File: config.mk
export PLATFORM = sky130hd
export DESIGN_NAME = spi_reg_bank_flat
export DESIGN_NICKNAME = d
export VERILOG_FILES = /design/src/rtl/spi_reg_bank_if.sv /design/src/rtl/spi_reg_bank.sv /design/src/flat_wrapper.sv
export SDC_FILE = /design/constraint.sdc
export NUM_CORES = 1
export LEC_CHECK = 0
export BUFFER_PORTS_ARGS = -buffer_cell sky130_fd_sc_hd__buf_2
export CELL_PAD_IN_SITES_DETAIL_PLACEMENT = 1
export CELL_PAD_IN_SITES_GLOBAL_PLACEMENT = 2
export CORE_ASPECT_RATIO = 1.4
export CORE_UTILIZATION = 38
export DETAILED_ROUTE_END_ITERATION = 7
export PLACE_DENSITY_LB_ADDON = 0.1
export SLEW_MARGIN = 10
export SYNTH_ARGS = -nofsm -noshare
export SYNTH_HDL_FRONTEND = slang
export SYNTH_SLANG_ARGS = --single-unit
export TNS_END_PERCENT = 30
File: constraint.sdc
create_clock -name clk -period 7.3 [get_ports clk]
set_input_delay 0.365 -clock clk [delete_from_list [all_inputs] [get_ports clk]]
set_output_delay 0.365 -clock clk [all_outputs]
set_load 0.05 [all_outputs]
File: src/rtl/spi_reg_bank_if.sv
// SPI bus bundle between the Raspberry Pi master (cs0) and spi_reg_bank.
//   spi_cs_n    : chip select, active low, asynchronous to sys_clk
//   spi_clk     : SPI clock, mode 0, asynchronous to sys_clk
//   spi_mosi    : master-to-slave data, MSB first
//   spi_miso    : slave-to-master data
//   spi_miso_oe : MISO drive enable, high while the slave is selected
// slave modport is used by the register bank, master modport by whoever
// drives the bus.
interface spi_reg_bank_if;
  logic spi_cs_n;
  logic spi_clk;
  logic spi_mosi;
  logic spi_miso;
  logic spi_miso_oe;

  modport slave  (input  spi_cs_n, spi_clk, spi_mosi, output spi_miso, spi_miso_oe);
  modport master (output spi_cs_n, spi_clk, spi_mosi, input  spi_miso, spi_miso_oe);
endinterface

File: src/rtl/spi_reg_bank.sv
// SPI-slave register bank running entirely in the clk domain.
// Frame = command byte {rw, addr[6:0]} followed by DATA_WIDTH-bit words with
// address auto-increment (127 wraps to 0).
//   clk, reset_n   : system clock, asynchronous active-low reset
//   spi            : SPI bus (slave modport), oversampled by clk (sclk <= clk/8)
//   in_regs        : read-only status words, word k at [k*DATA_WIDTH +: DATA_WIDTH]
//   out_regs       : R/W control registers, packed like in_regs
//   reg_wr_strobe  : one-clk pulse per control register on write
//   coef_wr/addr/data : coefficient window write port (addr = address - COEF_BASE)
//   frame_err      : one-clk pulse when a frame ends with a partial word
module spi_reg_bank #(
  parameter int DATA_WIDTH   = 16,
  parameter int NUM_OUT_REGS = 8,
  parameter int NUM_IN_REGS  = 4,
  parameter int COEF_BASE    = 64
) (
  input  logic                                clk,
  input  logic                                reset_n,
  spi_reg_bank_if.slave                       spi,
  input  logic [NUM_IN_REGS*DATA_WIDTH-1:0]   in_regs,
  output logic [NUM_OUT_REGS*DATA_WIDTH-1:0]  out_regs,
  output logic [NUM_OUT_REGS-1:0]             reg_wr_strobe,
  output logic                                coef_wr,
  output logic [6:0]                          coef_addr,
  output logic [DATA_WIDTH-1:0]               coef_data,
  output logic                                frame_err
);

  localparam int            CW            = 6;
  localparam logic [CW-1:0] LAST_CMD_BIT  = 6'd7;
  localparam logic [CW-1:0] LAST_DATA_BIT = CW'(DATA_WIDTH - 1);
  localparam logic [7:0]    STAT_END      = 8'(NUM_OUT_REGS + NUM_IN_REGS);
  localparam logic [6:0]    COEF_LO       = 7'(COEF_BASE);

  typedef enum logic [1:0] {ST_IDLE = 2'd0, ST_CMD = 2'd1, ST_DATA = 2'd2} state_t;

  state_t                            state_q;
  logic [2:0]                        cs_sync_q;
  logic [2:0]                        sclk_sync_q;
  logic [1:0]                        mosi_sync_q;
  logic                              rw_q;
  logic [6:0]                        addr_q;
  logic [CW-1:0]                     bit_cnt_q;
  logic [DATA_WIDTH-2:0]             sh_in_q;
  logic [DATA_WIDTH-1:0]             sh_out_q;
  logic                              miso_q;
  logic                              miso_oe_q;
  logic [NUM_OUT_REGS*DATA_WIDTH-1:0] out_regs_q;
  logic [NUM_OUT_REGS-1:0]           strobe_q;
  logic                              coef_wr_q;
  logic [6:0]                        coef_addr_q;
  logic [DATA_WIDTH-1:0]             coef_data_q;
  logic                              frame_err_q;

  logic                  cs_fall_s, cs_rise_s, sclk_rise_s, sclk_fall_s;
  logic [DATA_WIDTH-1:0] word_in_s;
  logic                  last_bit_s;
  logic                  partial_s;
  logic [6:0]            rd_addr_s;
  logic [DATA_WIDTH-1:0] rd_val_d;

  // Synchronisers: the cs chain resets low so a cs that is already low at
  // reset release never looks like a falling edge.
  always_ff @(posedge clk or negedge reset_n) begin
    if (!reset_n) begin
      cs_sync_q   <= 3'b000;
      sclk_sync_q <= 3'b000;
      mosi_sync_q <= 2'b00;
    end else begin
      cs_sync_q   <= {cs_sync_q[1:0], spi.spi_cs_n};
      sclk_sync_q <= {sclk_sync_q[1:0], spi.spi_clk};
      mosi_sync_q <= {mosi_sync_q[0], spi.spi_mosi};
    end
  end

  // Edge detection, incoming word assembly and the read-data lookup.
  always_comb begin
    cs_fall_s   =  cs_sync_q[2] & ~cs_sync_q[1];
    cs_rise_s   = ~cs_sync_q[2] &  cs_sync_q[1];
    sclk_rise_s = ~sclk_sync_q[2] &  sclk_sync_q[1];
    sclk_fall_s =  sclk_sync_q[2] & ~sclk_sync_q[1];
    word_in_s   = {sh_in_q, mosi_sync_q[1]};
    last_bit_s  = (state_q == ST_CMD) ? (bit_cnt_q == LAST_CMD_BIT)
                                      : (bit_cnt_q == LAST_DATA_BIT);
    // Bits held after this clk; a final edge coinciding with cs rise completes the word.
    partial_s   = sclk_rise_s ? ~last_bit_s : (bit_cnt_q != 6'd0);
    // In CMD the address is the one being latched now, in DATA the next one.
    rd_addr_s   = (state_q == ST_CMD) ? word_in_s[6:0] : (addr_q + 7'd1);
    rd_val_d    = '0;
    for (int k = 0; k < NUM_OUT_REGS; k++) begin
      rd_val_d = rd_val_d | ((rd_addr_s == 7'(k)) ? out_regs_q[k*DATA_WIDTH +: DATA_WIDTH] : '0);
    end
    for (int k = 0; k < NUM_IN_REGS; k++) begin
      rd_val_d = rd_val_d | ((rd_addr_s == 7'(NUM_OUT_REGS + k)) ? in_regs[k*DATA_WIDTH +: DATA_WIDTH] : '0);
    end
  end

  // Frame state machine with all registered outputs.
  always_ff @(posedge clk or negedge reset_n) begin
    if (!reset_n) begin
      state_q     <= ST_IDLE;
      rw_q        <= 1'b0;
      addr_q      <= 7'd0;
      bit_cnt_q   <= 6'd0;
      sh_in_q     <= '0;
      sh_out_q    <= '0;
      miso_q      <= 1'b0;
      miso_oe_q   <= 1'b0;
      out_regs_q  <= '0;
      strobe_q    <= '0;
      coef_wr_q   <= 1'b0;
      coef_addr_q <= 7'd0;
      coef_data_q <= '0;
      frame_err_q <= 1'b0;
    end else begin
      strobe_q    <= '0;
      coef_wr_q   <= 1'b0;
      frame_err_q <= 1'b0;
      case (state_q)
        ST_IDLE: begin
          if (cs_fall_s) begin
            state_q   <= ST_CMD;
            bit_cnt_q <= 6'd0;
            sh_out_q  <= '0;
            miso_oe_q <= 1'b1;
            miso_q    <= 1'b0;
          end
        end
        ST_CMD, ST_DATA: begin
          if (sclk_rise_s) begin
            sh_in_q <= word_in_s[DATA_WIDTH-2:0];
            if (last_bit_s) begin
              bit_cnt_q <= 6'd0;
              if (state_q == ST_CMD) begin
                rw_q     <= word_in_s[7];
                addr_q   <= word_in_s[6:0];
                state_q  <= ST_DATA;
                sh_out_q <= word_in_s[7] ? rd_val_d : '0;
              end else begin
                if (!rw_q) begin
                  for (int k = 0; k < NUM_OUT_REGS; k++) begin
                    if (addr_q == 7'(k)) begin
                      out_regs_q[k*DATA_WIDTH +: DATA_WIDTH] <= word_in_s;
                      strobe_q[k] <= 1'b1;
                    end
                  end
                  // Control/status addresses win over an overlapping window.
                  if ((addr_q >= COEF_LO) && ({1'b0, addr_q} >= STAT_END)) begin
                    coef_wr_q   <= 1'b1;
                    coef_addr_q <= addr_q - COEF_LO;
                    coef_data_q <= word_in_s;
                  end
                end
                addr_q   <= addr_q + 7'd1;
                sh_out_q <= rw_q ? rd_val_d : '0;
              end
            end else begin
              bit_cnt_q <= bit_cnt_q + 6'd1;
            end
          end else if (sclk_fall_s) begin
            miso_q   <= sh_out_q[DATA_WIDTH-1];
            sh_out_q <= {sh_out_q[DATA_WIDTH-2:0], 1'b0};
          end
          if (cs_rise_s) begin
            state_q     <= ST_IDLE;
            miso_oe_q   <= 1'b0;
            miso_q      <= 1'b0;
            frame_err_q <= partial_s;
          end
        end
        default: begin
          state_q <= ST_IDLE;
        end
      endcase
    end
  end

  assign spi.spi_miso    = miso_q;
  assign spi.spi_miso_oe = miso_oe_q;
  assign out_regs        = out_regs_q;
  assign reg_wr_strobe   = strobe_q;
  assign coef_wr         = coef_wr_q;
  assign coef_addr       = coef_addr_q;
  assign coef_data       = coef_data_q;
  assign frame_err       = frame_err_q;

endmodule
File: src/flat_wrapper.sv
// flat-port wrapper written by rule: the top's interface ports become plain ports
module spi_reg_bank_flat 
#(
  parameter int DATA_WIDTH   = 16,
  parameter int NUM_OUT_REGS = 8,
  parameter int NUM_IN_REGS  = 4,
  parameter int COEF_BASE    = 64
)
  (clk, reset_n, in_regs, out_regs, reg_wr_strobe, coef_wr, coef_addr, coef_data, frame_err, spi_spi_cs_n, spi_spi_clk, spi_spi_mosi, spi_spi_miso, spi_spi_miso_oe);
  spi_reg_bank_if spi_i ();
  input  logic clk;
  input  logic reset_n;
  input  logic [NUM_IN_REGS*DATA_WIDTH-1:0] in_regs;
  output logic [NUM_OUT_REGS*DATA_WIDTH-1:0] out_regs;
  output logic [NUM_OUT_REGS-1:0] reg_wr_strobe;
  output logic coef_wr;
  output logic [6:0] coef_addr;
  output logic [DATA_WIDTH-1:0] coef_data;
  output logic frame_err;
  input wire logic [$bits(spi_i.spi_cs_n)-1:0] spi_spi_cs_n;
  input wire logic [$bits(spi_i.spi_clk)-1:0] spi_spi_clk;
  input wire logic [$bits(spi_i.spi_mosi)-1:0] spi_spi_mosi;
  output wire logic [$bits(spi_i.spi_miso)-1:0] spi_spi_miso;
  output wire logic [$bits(spi_i.spi_miso_oe)-1:0] spi_spi_miso_oe;
  assign spi_i.spi_cs_n = spi_spi_cs_n;
  assign spi_i.spi_clk = spi_spi_clk;
  assign spi_i.spi_mosi = spi_spi_mosi;
  assign spi_spi_miso = spi_i.spi_miso;
  assign spi_spi_miso_oe = spi_i.spi_miso_oe;
  spi_reg_bank #(.DATA_WIDTH(DATA_WIDTH), .NUM_OUT_REGS(NUM_OUT_REGS), .NUM_IN_REGS(NUM_IN_REGS), .COEF_BASE(COEF_BASE)) u_core (.clk(clk), .reset_n(reset_n), .spi(spi_i), .in_regs(in_regs), .out_regs(out_regs), .reg_wr_strobe(reg_wr_strobe), .coef_wr(coef_wr), .coef_addr(coef_addr), .coef_data(coef_data), .frame_err(frame_err));
endmodule
# --- Word level (Yosys, flattened, before mapping) ---
# Cells that the tools add are included.
totals:
  regBits: 218
  output_inout_bits: 163
op_classes:
  add_sub_neg: 3
  magnitude_cmp: 2
  n_eq_ne: 32
  muxes: 62
  bitwise_logic: 22
  reduce_logical: 24
op_table:
  columns: ["cell", "count"]
  rows:
  - ["$mux W16", 19]
  - ["$or A16 B16 Y16", 11]
  - ["$eq A7 B3 Y1 const B", 8]
  - ["$reduce_and A6 Y1", 9]
  - ["$mux W8", 5]
  - ["$pmux W16 S2", 1]
  - ["$eq A7 B2 Y1 const B", 4]
  - ["$eq A7 B4 Y1 const B", 4]
  - ["$mux W1", 24]
  - ["$mux W6", 3]
  - ["$reduce_and A4 Y1", 4]
  - ["$ne A3 B1 Y1 const B", 5]
  - ["$eq A7 B1 Y1 const B", 2]
  - ["$logic_not A7 Y1", 2]
  - ["$pmux W6 S2", 1]
  - ["$mux W2", 5]
  - ["$reduce_and A3 Y1", 3]
  - ["$add A7 B1 Y7 const B", 1]
  - ["$ge A7 B4 Y1 const B", 1]
  - ["$ge A7 B7 Y1 const B", 1]
  - ["$mux W7", 1]
  - ["$not A1 Y1", 7]
  - ["$sub A7 B7 Y7 const B", 1]
  - ["$add A6 B1 Y6 const B", 1]
  - ["16 further kinds", 22]

# --- Longest topological paths before layout ---
# Gate-level depths: netlist (run 1).
logic_depth:
  depth_word: 20
  mapped_depth: 14
  ltp_nobuf: 9

# --- Least setup slack after synthesis (run 1) ---
# No wires, ideal clock.
synth_path:
  kind: "reg2reg"
  from: "register u_core.state_q[1]"
  to: "register u_core.out_regs_q[102], in the netlist u_core.out_regs[102]"
  setup_ns: 0.125
  t_arrival_ns: 2.626
  t_required_ns: 7.175
  slack_ns: 4.549
  stages_incl_launch_ff: 13
  path_buffers: 3
  cell_sequence: "dfrtp_1 inv_1 ha_1 buf_2 xor2_1 and3_2 nand3_1 or4_4 nor3b_2 and3_1 buf_6 buf_12 mux2_4"
synth_between:
  elab_chain_cells: 3
  elab_cells_between_ends: 6
synth_rtl:
  columns: ["element", "line_no", "source"]
  rows:
  - ["from (decl)", "spi_reg_bank.sv:37", "state_t state_q;"]
  - ["from (signal assigned)", "spi_reg_bank.sv:101", "state_q <= ST_IDLE;"]
  - ["from (signal assigned)", "spi_reg_bank.sv:122", "state_q <= ST_CMD;"]
  - ["from (signal assigned)", "spi_reg_bank.sv:137", "state_q <= ST_DATA;"]
  - ["$eq A2 B2 Y1 / $eq A2 B1 Y1 (equally long branches)", "spi_reg_bank.sv:119, spi_reg_bank.sv:83, spi_reg_bank.sv:134", null]
  - ["$reduce_or A2 Y1, or another cell as far along", "spi_reg_bank.sv:119", "case (state_q)"]
  - ["$reduce_and A6 Y1 (no line) (*)", null, null]
  - ["to (signal, indexed assignment)", "spi_reg_bank.sv:143", "out_regs_q[k*DATA_WIDTH +: DATA_WIDTH] <= word_in_s;"]
  - ["to (decl)", "spi_reg_bank.sv:48", "logic [NUM_OUT_REGS*DATA_WIDTH-1:0] out_regs_q;"]
# Every way passes the cells marked *; elsewhere a longest branch is shown, timed or not.
# A chain may end at the register's enable or synchronous reset.

# --- Worst setup path after layout (run 1) ---
layout_path:
  from: "register u_core.state_q[1]"
  to: "register u_core.out_regs_q[115], in the netlist u_core.out_regs[115]"
# The elaborated chain is that of the path after synthesis.

==> results.sh, run 1 <==
export IMPL_status="finished, final reports clean"
export IMPL_ys_warn_count=0
export IMPL_finalHoldViolations=0
export IMPL_hpwl_um=26400
export IMPL_top_layer_used="met4"
export IMPL_dr_pass1_iters=5
export IMPL_finalWirelength_um=37800
export IMPL_hold_path_class="in2reg"
export IMPL_wl_met1_um=14800
export IMPL_yosysMostFrequentCell="dfrtp_1"
export IMPL_die_area_um2=29000
export IMPL_fin_crit_sh_pct=57.6
export IMPL_synth_common_cells="dfrtp_1, nand2_1, mux2_2"
export IMPL_die_h_um=201
export IMPL_wl_met3_um=2100
export IMPL_synth_edf_count=0
export IMPL_vdd_ir_drop_max_mv=0.164
export IMPL_finClkSkew_ns=0.0267
export IMPL_synth_top_area_cell="dfrtp_1"
export IMPL_intPower_uw=2210
export IMPL_num_antenna_cells=0
export IMPL_slew_limit_headroom_pct=23.3
export IMPL_rsz0062_at_grt="false"
export IMPL_ant_nets=0
export IMPL_clkTransAtPathRegs_ns=0.06
export IMPL_grt_usage_pct=26.7
export IMPL_arrival_ns=4.60
export IMPL_critPathMaxFanout=34
export IMPL_overflow=0
export IMPL_syn_num_nets=1017
export IMPL_cap_violations=0
export IMPL_die_width_um=144
export IMPL_nets=1209
export IMPL_syn_to_final_growth_pct=19.5
export IMPL_holdBufCountCts=4
export IMPL_first_global_vias=9096
export IMPL_vias=8445
export IMPL_end_kind="register"
export IMPL_p_per_area_nw_per_um2=271
export IMPL_drv_slew=0
export IMPL_cts_resized=0
export IMPL_syn_avg_cell_area_um2=11.5
export IMPL_via_per_inst=5.57
export IMPL_clk_insertion_delay_late_ns=0.53
export IMPL_remaining_drc_errors=0
export IMPL_utilization_pct=46.3
export IMPL_synthArstFlopShare_pct=100
export IMPL_grt_max_degree=90
export IMPL_clockBufferDepth=3
export IMPL_core_area_um2=27700
export IMPL_row_count=72
export IMPL_ys_flop_type="dfrtp_1"
export IMPL_p_leak_uw=0.00646
export IMPL_reg2reg_depth=10
export IMPL_start_util_pct=38.7
export IMPL_tritoncts="done"
export IMPL_place_congestion=0.830
export IMPL_post_cts_buffers=0
export IMPL_netlist_area_leader_share_pct=50.8
export IMPL_drive_gt1_share_pct=38.3
export IMPL_pin_count=232
export IMPL_ys_seq_area_share_pct=50.8
export IMPL_crit_type="reg2reg"
export IMPL_max_clock_freq_mhz=238
export IMPL_synthCells=936
export IMPL_pwr_share_comb_pct=23.4
export IMPL_worstMarginPinSlew_ns=1.15
export IMPL_drt_iter0_markers=340
export IMPL_period_needed_ns=4.20
export IMPL_cts_buffers=24
export IMPL_synth_distinct_cells=67
export IMPL_wl_per_cell_um=25.0
export IMPL_ys_ff_latch=218
export IMPL_final_setup_viol_count=0
export IMPL_synth_area_um2=10700
export IMPL_p_clk_share_pct=35.8
export IMPL_p_seq_share_pct=40.8
export IMPL_port_buffers=231
export IMPL_p_sw_share_pct=36.5
export IMPL_antenna_found_initial=0
export IMPL_startpoint_type="register"
export IMPL_setup_tns_ns=0
export IMPL_ys_top_cells_by_area="dfrtp_1, mux2_2, mux2_4, nand2_1, mux2i_1"
export IMPL_clock_sinks=218
export IMPL_grt_pass1_wl_um=56900
export IMPL_htreeDepth=1
export IMPL_wl_met2_um=19600
export IMPL_hold_depth=3
export IMPL_switchingPower_uw=1270
export IMPL_cts_root_buf="clkbuf_16"
export IMPL_crit_required_ns=7.69
## final timing paths
| check | startpoint | end | slack, ns |
|---|---|---|---|
| max reg2reg | u_core.state_q[1]$_DFFE_PN0P_ | u_core.out_regs[115]$_DFFE_PN0P_ | 3.10 |
| max | u_core.state_q[1]$_DFFE_PN0P_ | u_core.out_regs[115]$_DFFE_PN0P_ | 3.10 |
| min | in_regs[51] | u_core.sh_out_q[3]$_DFFE_PN0P_ | 0.22 |
| max in group asynchronous | reset_n | u_core.out_regs[60]$_DFFE_PN0P_ | 5.46 |
| min reg2reg | u_core.mosi_sync_q[0]$_DFF_PN0_ | u_core.mosi_sync_q[1]$_DFF_PN0_ | 0.36 |
| min in group asynchronous | reset_n | u_core.coef_data[2]$_DFFE_PN0P_ | 0.42 |
## power groups by stage
stage / clock network (uW) / logic (uW) / registers [uW]
after floorplan: 0 / 584 / 1320
after global placement: 0 / 805 / 1440
after detailed placement: 0 / 812 / 1440
after CTS: 1270 / 815 / 1420
after global routing: 1310 / 887 / 1430
final: 1250 / 817 / 1420
## worst max-delay path, stage by stage, from the launching register on
cell and delay (ns):
dfrtp_1 0.41, inv_1 0.13, ha_1 0.16, buf_4 0.32
xor2_1 0.22, and3_2 0.24, nand3_1 0.32, or4_4 0.55
nor3b_2 0.31, and3_1 0.98, mux2_2 0.42
## placed cells by master (no fill, tap or decap), types with 3 or more instances in the layout
cell type and n:
clkinvlp_4 7, and3_1 16, dfrtp_1 218, ha_1 12, a21o_1 3, o32ai_1 9
nand3_1 16, a21oi_1 26, mux2_2 107, nand2b_1 5, clkbuf_16 25, nand2_1 141
mux2i_1 40, clkbuf_1 3, o22ai_1 11, nor3_1 11, a221oi_1 3, a2111oi_0 11
o21ai_0 24, and2_1 6, nor2_1 30, a22oi_1 10, a32oi_1 5, buf_2 230
xor2_1 4, nand4_1 9, o221ai_1 9, buf_4 12, o2bb2ai_1 3, a31oi_1 7
inv_1 11, nor4_1 6, dlygate4sd3_1 4, mux2_4 37, a22o_1 22, clkinv_2 3
## cell type report
| class | instances | area, um^2 |
|---|---|---|
| fill | 3132 | 14900 |
| clock inverter | 13 | 136 |
| multi-input combinational | 626 | 4780 |
| timing repair buffer | 247 | 1300 |
| clock buffer | 30 | 664 |
| tap | 370 | 463 |
| sequential | 218 | 5460 |
| inverter | 11 | 41.3 |
## cell families (layout without fill, tap and decap cells)
| family | Yosys count | in the layout | synth area share (%) |
|---|---|---|---|
| AOI/OAI and AO/OA | 164 | 164 | 11.2 |
| xor gates and xnor gates | 4 | 4 | 0.326 |
| muxes | 186 | 186 | 20.3 |
| adders and majority gates | 12 | 12 | 1.40 |
| and+or+nand+nor | 260 | 260 | 11.2 |
| buffers and inverters | 92 | 301 | 4.82 |
| DFF | 218 | 218 | 50.8 |
## per-stage QoR
stage | power, uW | hold slack, ns | worst slack (ns) | area, um^2 | std cells
after global routing | 3630 | 0.252 | 2.80 | 12800 | 1515
after detailed placement | 2250 | 0.340 | 3.07 | 12000 | 1468
after CTS | 3510 | 0.211 | 3.05 | 12800 | 1515
final | 3490 | 0.221 | 3.10 | 12800 | 1515
after global placement | 2250 | 0.336 | 3.15 | 12000 | 1468
after floorplan | 1910 | 0.0694 | 4.55 | 10700 | 936
## per-layer routing
metal | vias to the layer above | global-route usage [%]
li1 | 3754 | -
met1 | 4352 | 32.5
met2 | 277 | 46.5
met3 | 62 | 4.68
met4 | 0 | 9.69
met5 | - | 0
## state kept, by name (all words and copies together), names as in the netlist
name,cells
u_core.out_regs,128
u_core.coef_data,16
u_core.sh_out_q,16
u_core.sh_in_q,15
u_core.reg_wr_strobe,8
u_core.addr_q,7
u_core.coef_addr,7
u_core.bit_cnt_q,6
u_core.cs_sync_q,3
u_core.sclk_sync_q,3
u_core.mosi_sync_q,2
u_core.state_q,2
u_core.coef_wr,1
u_core.frame_err,1
u_core.rw_q,1
u_core.spi.spi_miso,1
u_core.spi.spi_miso_oe,1
(Power assumes the default switching activity.)
==> inputs of run 2 (changes only) <==
--- a/config.mk
+++ b/config.mk
@@ -9,7 +9,7 @@
 export CELL_PAD_IN_SITES_DETAIL_PLACEMENT = 1
 export CELL_PAD_IN_SITES_GLOBAL_PLACEMENT = 2
 export CORE_ASPECT_RATIO = 1.4
-export CORE_UTILIZATION = 38
+export CORE_UTILIZATION = 35
 export DETAILED_ROUTE_END_ITERATION = 7
 export PLACE_DENSITY_LB_ADDON = 0.1
 export SLEW_MARGIN = 10
==> constraint.sdc (replaced) <==
create_clock -name clk -period 4.1 [get_ports clk]
set_input_delay 0.205 -clock clk [delete_from_list [all_inputs] [get_ports clk]]
set_output_delay 0.205 -clock clk [all_outputs]
set_load 0.05 [all_outputs]
==> results.sh, run 2 (synthesis gave the netlist of run 1 again) <==
export IMPL_status="finished, final reports clean"
export IMPL_power_uw=6480
export IMPL_slowest_stage="nand2_1"
export IMPL_hpwl_um=28300
export IMPL_hp_start="in_regs[51]"
export IMPL_syn_to_final_growth_pct=22.9
export IMPL_tritoncts="done"
export IMPL_drv_slew=0
export IMPL_num_antenna_cells=0
export IMPL_crit_family="compound AO/OA/AOI/OAI gates"
export IMPL_slowest_delay_ns=0.55
export IMPL_clk_insertion_delay_late_ns=0.53
export IMPL_reg2reg_depth=10
export IMPL_crit_buf_inv=2
export IMPL_slew_limit_headroom_pct=43.0
export IMPL_max_clock_freq_mhz=281
export IMPL_nFillCells=3356
export IMPL_crit_type="reg2reg"
export IMPL_r2r_end="u_core.sh_out_q[7]$_DFFE_PN0P_"
export IMPL_p_per_area_nw_per_um2=491
export IMPL_crit_required_ns=4.52
export IMPL_setup_tns_ns=0
export IMPL_nets=1237
export IMPL_drt_iter0_markers=354
export IMPL_first_global_vias=9018
export IMPL_rsz0062_at_grt="false"
export IMPL_remaining_drc_errors=0
export IMPL_vdd_ir_drop_max_mv=0.287
export IMPL_vias=8456
export IMPL_setup_slack_ns=0.543
export IMPL_final_setup_viol_count=0
export IMPL_ant_nets=0
export IMPL_utilization_pct=43.8
export IMPL_fin_crit_sh_pct=86.8
export IMPL_grt_usage_pct=25.5
export IMPL_row_count=75
export IMPL_period_needed_ns=3.56
export IMPL_p_leak_uw=0.00667
export IMPL_holdPathEnd="u_core.sh_out_q[3]$_DFFE_PN0P_"
export IMPL_startpoint_type="register"
export IMPL_hold_path_class="in2reg"
export IMPL_worstMarginPinSlew_ns=0.852
export IMPL_via_per_inst=5.42
export IMPL_port_buffers=231
export IMPL_grt_max_degree=94
export IMPL_finalHoldViolations=0
export IMPL_critPathMaxFanout=16
export IMPL_ff2ff_setup_slack_ns=0.54
export IMPL_drive_gt1_share_pct=39.5
export IMPL_holdWs_ns=0.0880
export IMPL_wl_per_cell_um=25.1
export IMPL_core_area_um2=30100
export IMPL_clkTransAtPathRegs_ns=0.06
export IMPL_dr_pass1_iters=7
export IMPL_clock_sinks=218
export IMPL_cap_violations=0
export IMPL_overflow=0
export IMPL_cts_root_buf="clkbuf_16"
export IMPL_final_cell_mix="buf_2, dfrtp_1, nand2_1"
export IMPL_hold_depth=3
export IMPL_grt_pass1_wl_um=58700
export IMPL_cts_buffers=24
export IMPL_path_cells="inv_1 -> ha_1 -> buf_4 -> nand4b_1 -> a21boi_0 -> a2bb2oi_2 -> nand2_1 -> o22ai_1 -> a2111oi_0 -> o221ai_1"
export IMPL_htreeDepth=1
export IMPL_end_kind="register"
export IMPL_pin_count=232
export IMPL_arrival_ns=3.98
export IMPL_antenna_found_initial=2
export IMPL_die_h_um=209
export IMPL_clockBufferDepth=3
export IMPL_pre_cts_ws_ns=0.500
export IMPL_die_width_um=150
export IMPL_die_area_um2=31400
export IMPL_finClkSkew_ns=0.0240
export IMPL_mostFrequentLayoutCell="buf_2"
export IMPL_worstReg2RegStart="u_core.state_q[1]$_DFFE_PN0P_"
export IMPL_place_congestion=0.886
export IMPL_finalWirelength_um=39200
export IMPL_start_util_pct=35.7
export IMPL_largest_reg_flops=128
[run 2: cell types whose count changed in the layout (fill, tap and decap cells not counted), sizes merged]
cell and delta:
buf +28, bufinv +2, clkbuf +6, clkinv +1, clkinvlp -7, inv -1
[run 2: worst max-delay path by stage]
stage	depth (start not counted)	endpoint	slack, ns	from
CTS	10	u_core.sh_out_q[7]$_DFFE_PN0P_	0.50	u_core.state_q[1]$_DFFE_PN0P_
finish	10	u_core.sh_out_q[7]$_DFFE_PN0P_	0.54	u_core.state_q[1]$_DFFE_PN0P_
global placement	10	u_core.sh_out_q[7]$_DFFE_PN0P_	0.60	u_core.state_q[1]$_DFFE_PN0P_
floorplan	12	u_core.out_regs[102]$_DFFE_PN0P_	1.35	u_core.state_q[1]$_DFFE_PN0P_
detailed placement	10	u_core.sh_out_q[7]$_DFFE_PN0P_	0.50	u_core.state_q[1]$_DFFE_PN0P_
global route	11	u_core.sh_out_q[6]$_DFFE_PN0P_	0.29	u_core.state_q[1]$_DFFE_PN0P_
[run 2: power by group]
part / total (uW) / switching (uW) / internal, uW
Combinational: 1670 / 1120 / 543
Sequential: 2470 / 235 / 2240
Clock: 2340 / 901 / 1440
Total: 6480 / 2260 / 4220
[run 2: area by class of cell]
cell class	instances	area, um^2	area share (%)
repair buffers	275	1580	12.0
well taps	385	482	3.65
inverters	11	41.3	0.313
clock inverters	8	155	1.18
clock buffers	36	706	5.34
multi-input cells	626	4780	36.2
flip-flops and latches	218	5460	41.3
[run 2: routing by layer]
metal	track usage, %	share of wire [%]	routed length, um	up-vias
li1	-	-	-	3824
met1	30.0	39	15100	4327
met2	45.6	53	20700	231
met3	4.67	5.0	1970	70
met4	9.13	3.6	1420	4
met5	0	0.069	27	-
[run 2: stage by stage]
stage | area, um^2 | std cells
after floorplan | 10700 | 936
after global placement | 12300 | 1511
after detailed placement | 12300 | 1511
after CTS | 13200 | 1559
after global routing | 13200 | 1559
final | 13200 | 1559
[run 2: timing repair]
item                      4_1_cts  5_1_grt
resized for setup               0        0
hold buffers                    4        0
hold endpoints to repair       82        0
setup buffers                   0        0
[run 2: worst min-delay path, stage by stage]
cell and delay, ns:
buf_2 0.09, a31oi_1 0.09, a31oi_1 0.17
==> inputs of run 3 (changes only) <==
--- a/config.mk
+++ b/config.mk
@@ -12,6 +12,7 @@
 export CORE_UTILIZATION = 35
 export DETAILED_ROUTE_END_ITERATION = 7
 export PLACE_DENSITY_LB_ADDON = 0.1
+export REMOVE_ABC_BUFFERS = 1
 export SLEW_MARGIN = 10
 export SYNTH_ARGS = -nofsm -noshare
 export SYNTH_HDL_FRONTEND = slang
==> results.sh, run 3 (synthesis gave the netlist of run 1 again) <==
export IMPL_clkTransAtPathRegs_ns=0.07
export IMPL_ff2ff_setup_slack_ns=0.35
export IMPL_fin_area_um2=13200
export IMPL_syn_to_final_growth_pct=22.7
export IMPL_rsz0062_at_grt="false"
export IMPL_clockBufferDepth=3
export IMPL_final_cell_mix="buf_2, dfrtp_1, nand2_1"
export IMPL_finalHoldViolations=0
export IMPL_holdWs_ns=0.0562
export IMPL_pre_cts_ws_ns=0.367
export IMPL_dr_pass1_iters=4
export IMPL_start_util_pct=35.7
export IMPL_p_seq_share_pct=39.8
export IMPL_first_global_vias=9044
export IMPL_holdPathEnd="u_core.sh_out_q[5]$_DFFE_PN0P_"
export IMPL_pin_count=232
export IMPL_finalWirelength_um=39300
export IMPL_vdd_ir_drop_max_mv=0.300
export IMPL_cap_violations=0
export IMPL_drt_iter0_markers=273
export IMPL_post_cts_buffers=0
export IMPL_crit_path_frequent_cell="buf_4"
export IMPL_use_met1_pct=30.6
export IMPL_final_setup_viol_count=0
export IMPL_p_clk_share_pct=35.7
export IMPL_crit_type="reg2reg"
export IMPL_p_per_area_nw_per_um2=478
export IMPL_place_congestion=0.825
export IMPL_path_cells="inv_1 -> ha_1 -> buf_4 -> nor3_1 -> a22oi_2 -> nand2_1 -> nand3_1 -> buf_4 -> o32ai_1 -> a2111oi_0 -> o221ai_1"
export IMPL_r2r_end="u_core.sh_out_q[6]$_DFFE_PN0P_"
export IMPL_setup_tns_ns=0
export IMPL_mostFrequentLayoutCell="buf_2"
export IMPL_cts_root_buf="clkbuf_16"
export IMPL_core_area_um2=30100
export IMPL_drv_slew=0
export IMPL_num_antenna_cells=0
export IMPL_hold_depth=3
export IMPL_worstReg2RegStart="u_core.state_q[1]$_DFFE_PN0P_"
export IMPL_drive_gt1_share_pct=39.8
export IMPL_reg2reg_depth=11
export IMPL_grt_pass1_wl_um=58300
export IMPL_hpwl_um=28000
export IMPL_cts_resized=0
export IMPL_slowest_delay_ns=0.62
export IMPL_die_width_um=150
export IMPL_port_buffers=231
export IMPL_die_area_um2=31400
export IMPL_overflow=0
export IMPL_via_per_inst=5.43
export IMPL_grt_usage_pct=25.4
export IMPL_ant_nets=0
export IMPL_crit_required_ns=4.47
export IMPL_htreeDepth=1
export IMPL_end_kind="register"
export IMPL_status="finished, final reports clean"
export IMPL_cts_buffers=24
export IMPL_nFillCells=3331
export IMPL_grt_max_degree=112
export IMPL_p_leak_uw=0.00666
export IMPL_use_met2_pct=46.4
export IMPL_grtUsageMet3_pct=2.96
export IMPL_period_needed_ns=3.75
export IMPL_pwr_share_comb_pct=24.6
export IMPL_hp_start="in_regs[53]"
export IMPL_slowest_stage="ha_1"
export IMPL_switchingPower_uw=2230
export IMPL_startpoint_type="register"
export IMPL_tritoncts="done"
export IMPL_wl_per_cell_um=25.2
export IMPL_nets=1241
export IMPL_setup_slack_ns=0.348
export IMPL_clk_insertion_delay_late_ns=0.53
export IMPL_worstMarginPinSlew_ns=1.05
export IMPL_finClkSkew_ns=0.0155
export IMPL_row_count=75
export IMPL_clock_sinks=218
export IMPL_holdBufCountCts=5
export IMPL_largest_reg_flops=128
export IMPL_hold_path_class="in2reg"
export IMPL_max_clock_freq_mhz=267
export IMPL_slew_limit_headroom_pct=30.1
export IMPL_die_h_um=209
export IMPL_fin_crit_sh_pct=91.5
export IMPL_critPathMaxFanout=16
export IMPL_arrival_ns=4.12
export IMPL_intPower_uw=4070
export IMPL_utilization_pct=43.7
export IMPL_remaining_drc_errors=0
export IMPL_p_sw_share_pct=35.5
export IMPL_grt_busiest_layer="met2"
export IMPL_place_area_um2=12300
export IMPL_vias=8477
export IMPL_antenna_found_initial=0
## run 3: metrics by stage
stage / total power (uW) / std cells
after floorplan: 3290 / 855
after global placement: 4070 / 1514
after detailed placement: 4090 / 1514
after CTS: 6360 / 1561
after global routing: 6570 / 1561
final: 6300 / 1561
## run 3: power groups by stage
stage          registers (uW)  clock network [uW]  logic (uW)
6_report                 2500                2250        1550
5_1_grt                  2520                2380        1670
4_1_cts                  2500                2310        1560
3_5_place_dp             2540                   0        1550
3_3_place_gp             2540                   0        1530
2_1_floorplan            2440                   0         857
## run 3: per-layer routing
metal  wire, um  part of all wire, %
met2      20800                   53
met4       1330                  3.4
met5          0                    0
met1      15600                   40
met3       1490                  3.8
## run 3: worst max-delay path by stage
stage | startpoint | to | slack (ns) | depth (start not counted)
after detailed placement | u_core.state_q[1]$_DFFE_PN0P_ | u_core.sh_out_q[6]$_DFFE_PN0P_ | 0.37 | 11
after CTS | u_core.state_q[1]$_DFFE_PN0P_ | u_core.sh_out_q[6]$_DFFE_PN0P_ | 0.34 | 11
after global routing | u_core.state_q[1]$_DFFE_PN0P_ | u_core.sh_out_q[6]$_DFFE_PN0P_ | 0.17 | 11
final | u_core.state_q[1]$_DFFE_PN0P_ | u_core.sh_out_q[6]$_DFFE_PN0P_ | 0.35 | 11
after global placement | u_core.state_q[1]$_DFFE_PN0P_ | u_core.sh_out_q[10]$_DFFE_PN0P_ | 0.56 | 11
after floorplan | u_core.state_q[1]$_DFFE_PN0P_ | u_core.out_regs[112]$_DFFE_PN0P_ | 0.37 | 9
## run 3: cell type report
cell class | instances | area, um^2 | share of cell area [%]
timing repair buffer | 279 | 1600 | 12.2
sequential | 218 | 5460 | 41.4
inverter | 11 | 41.3 | 0.313
clock inverter | 8 | 95.1 | 0.722
multi-input combinational | 626 | 4780 | 36.3
clock buffer | 34 | 719 | 5.46
tap | 385 | 482 | 3.66
## run 3: worst max-delay path: cells and delay by family, from the launching register on
family / cells / cell delay [ns]
AOI/OAI and AO/OA: 4 / 1.17
adders and majority gates: 1 / 0.62
buffers and inverters: 3 / 0.69
DFF: 1 / 0.41
and+or+nand+nor: 3 / 0.68
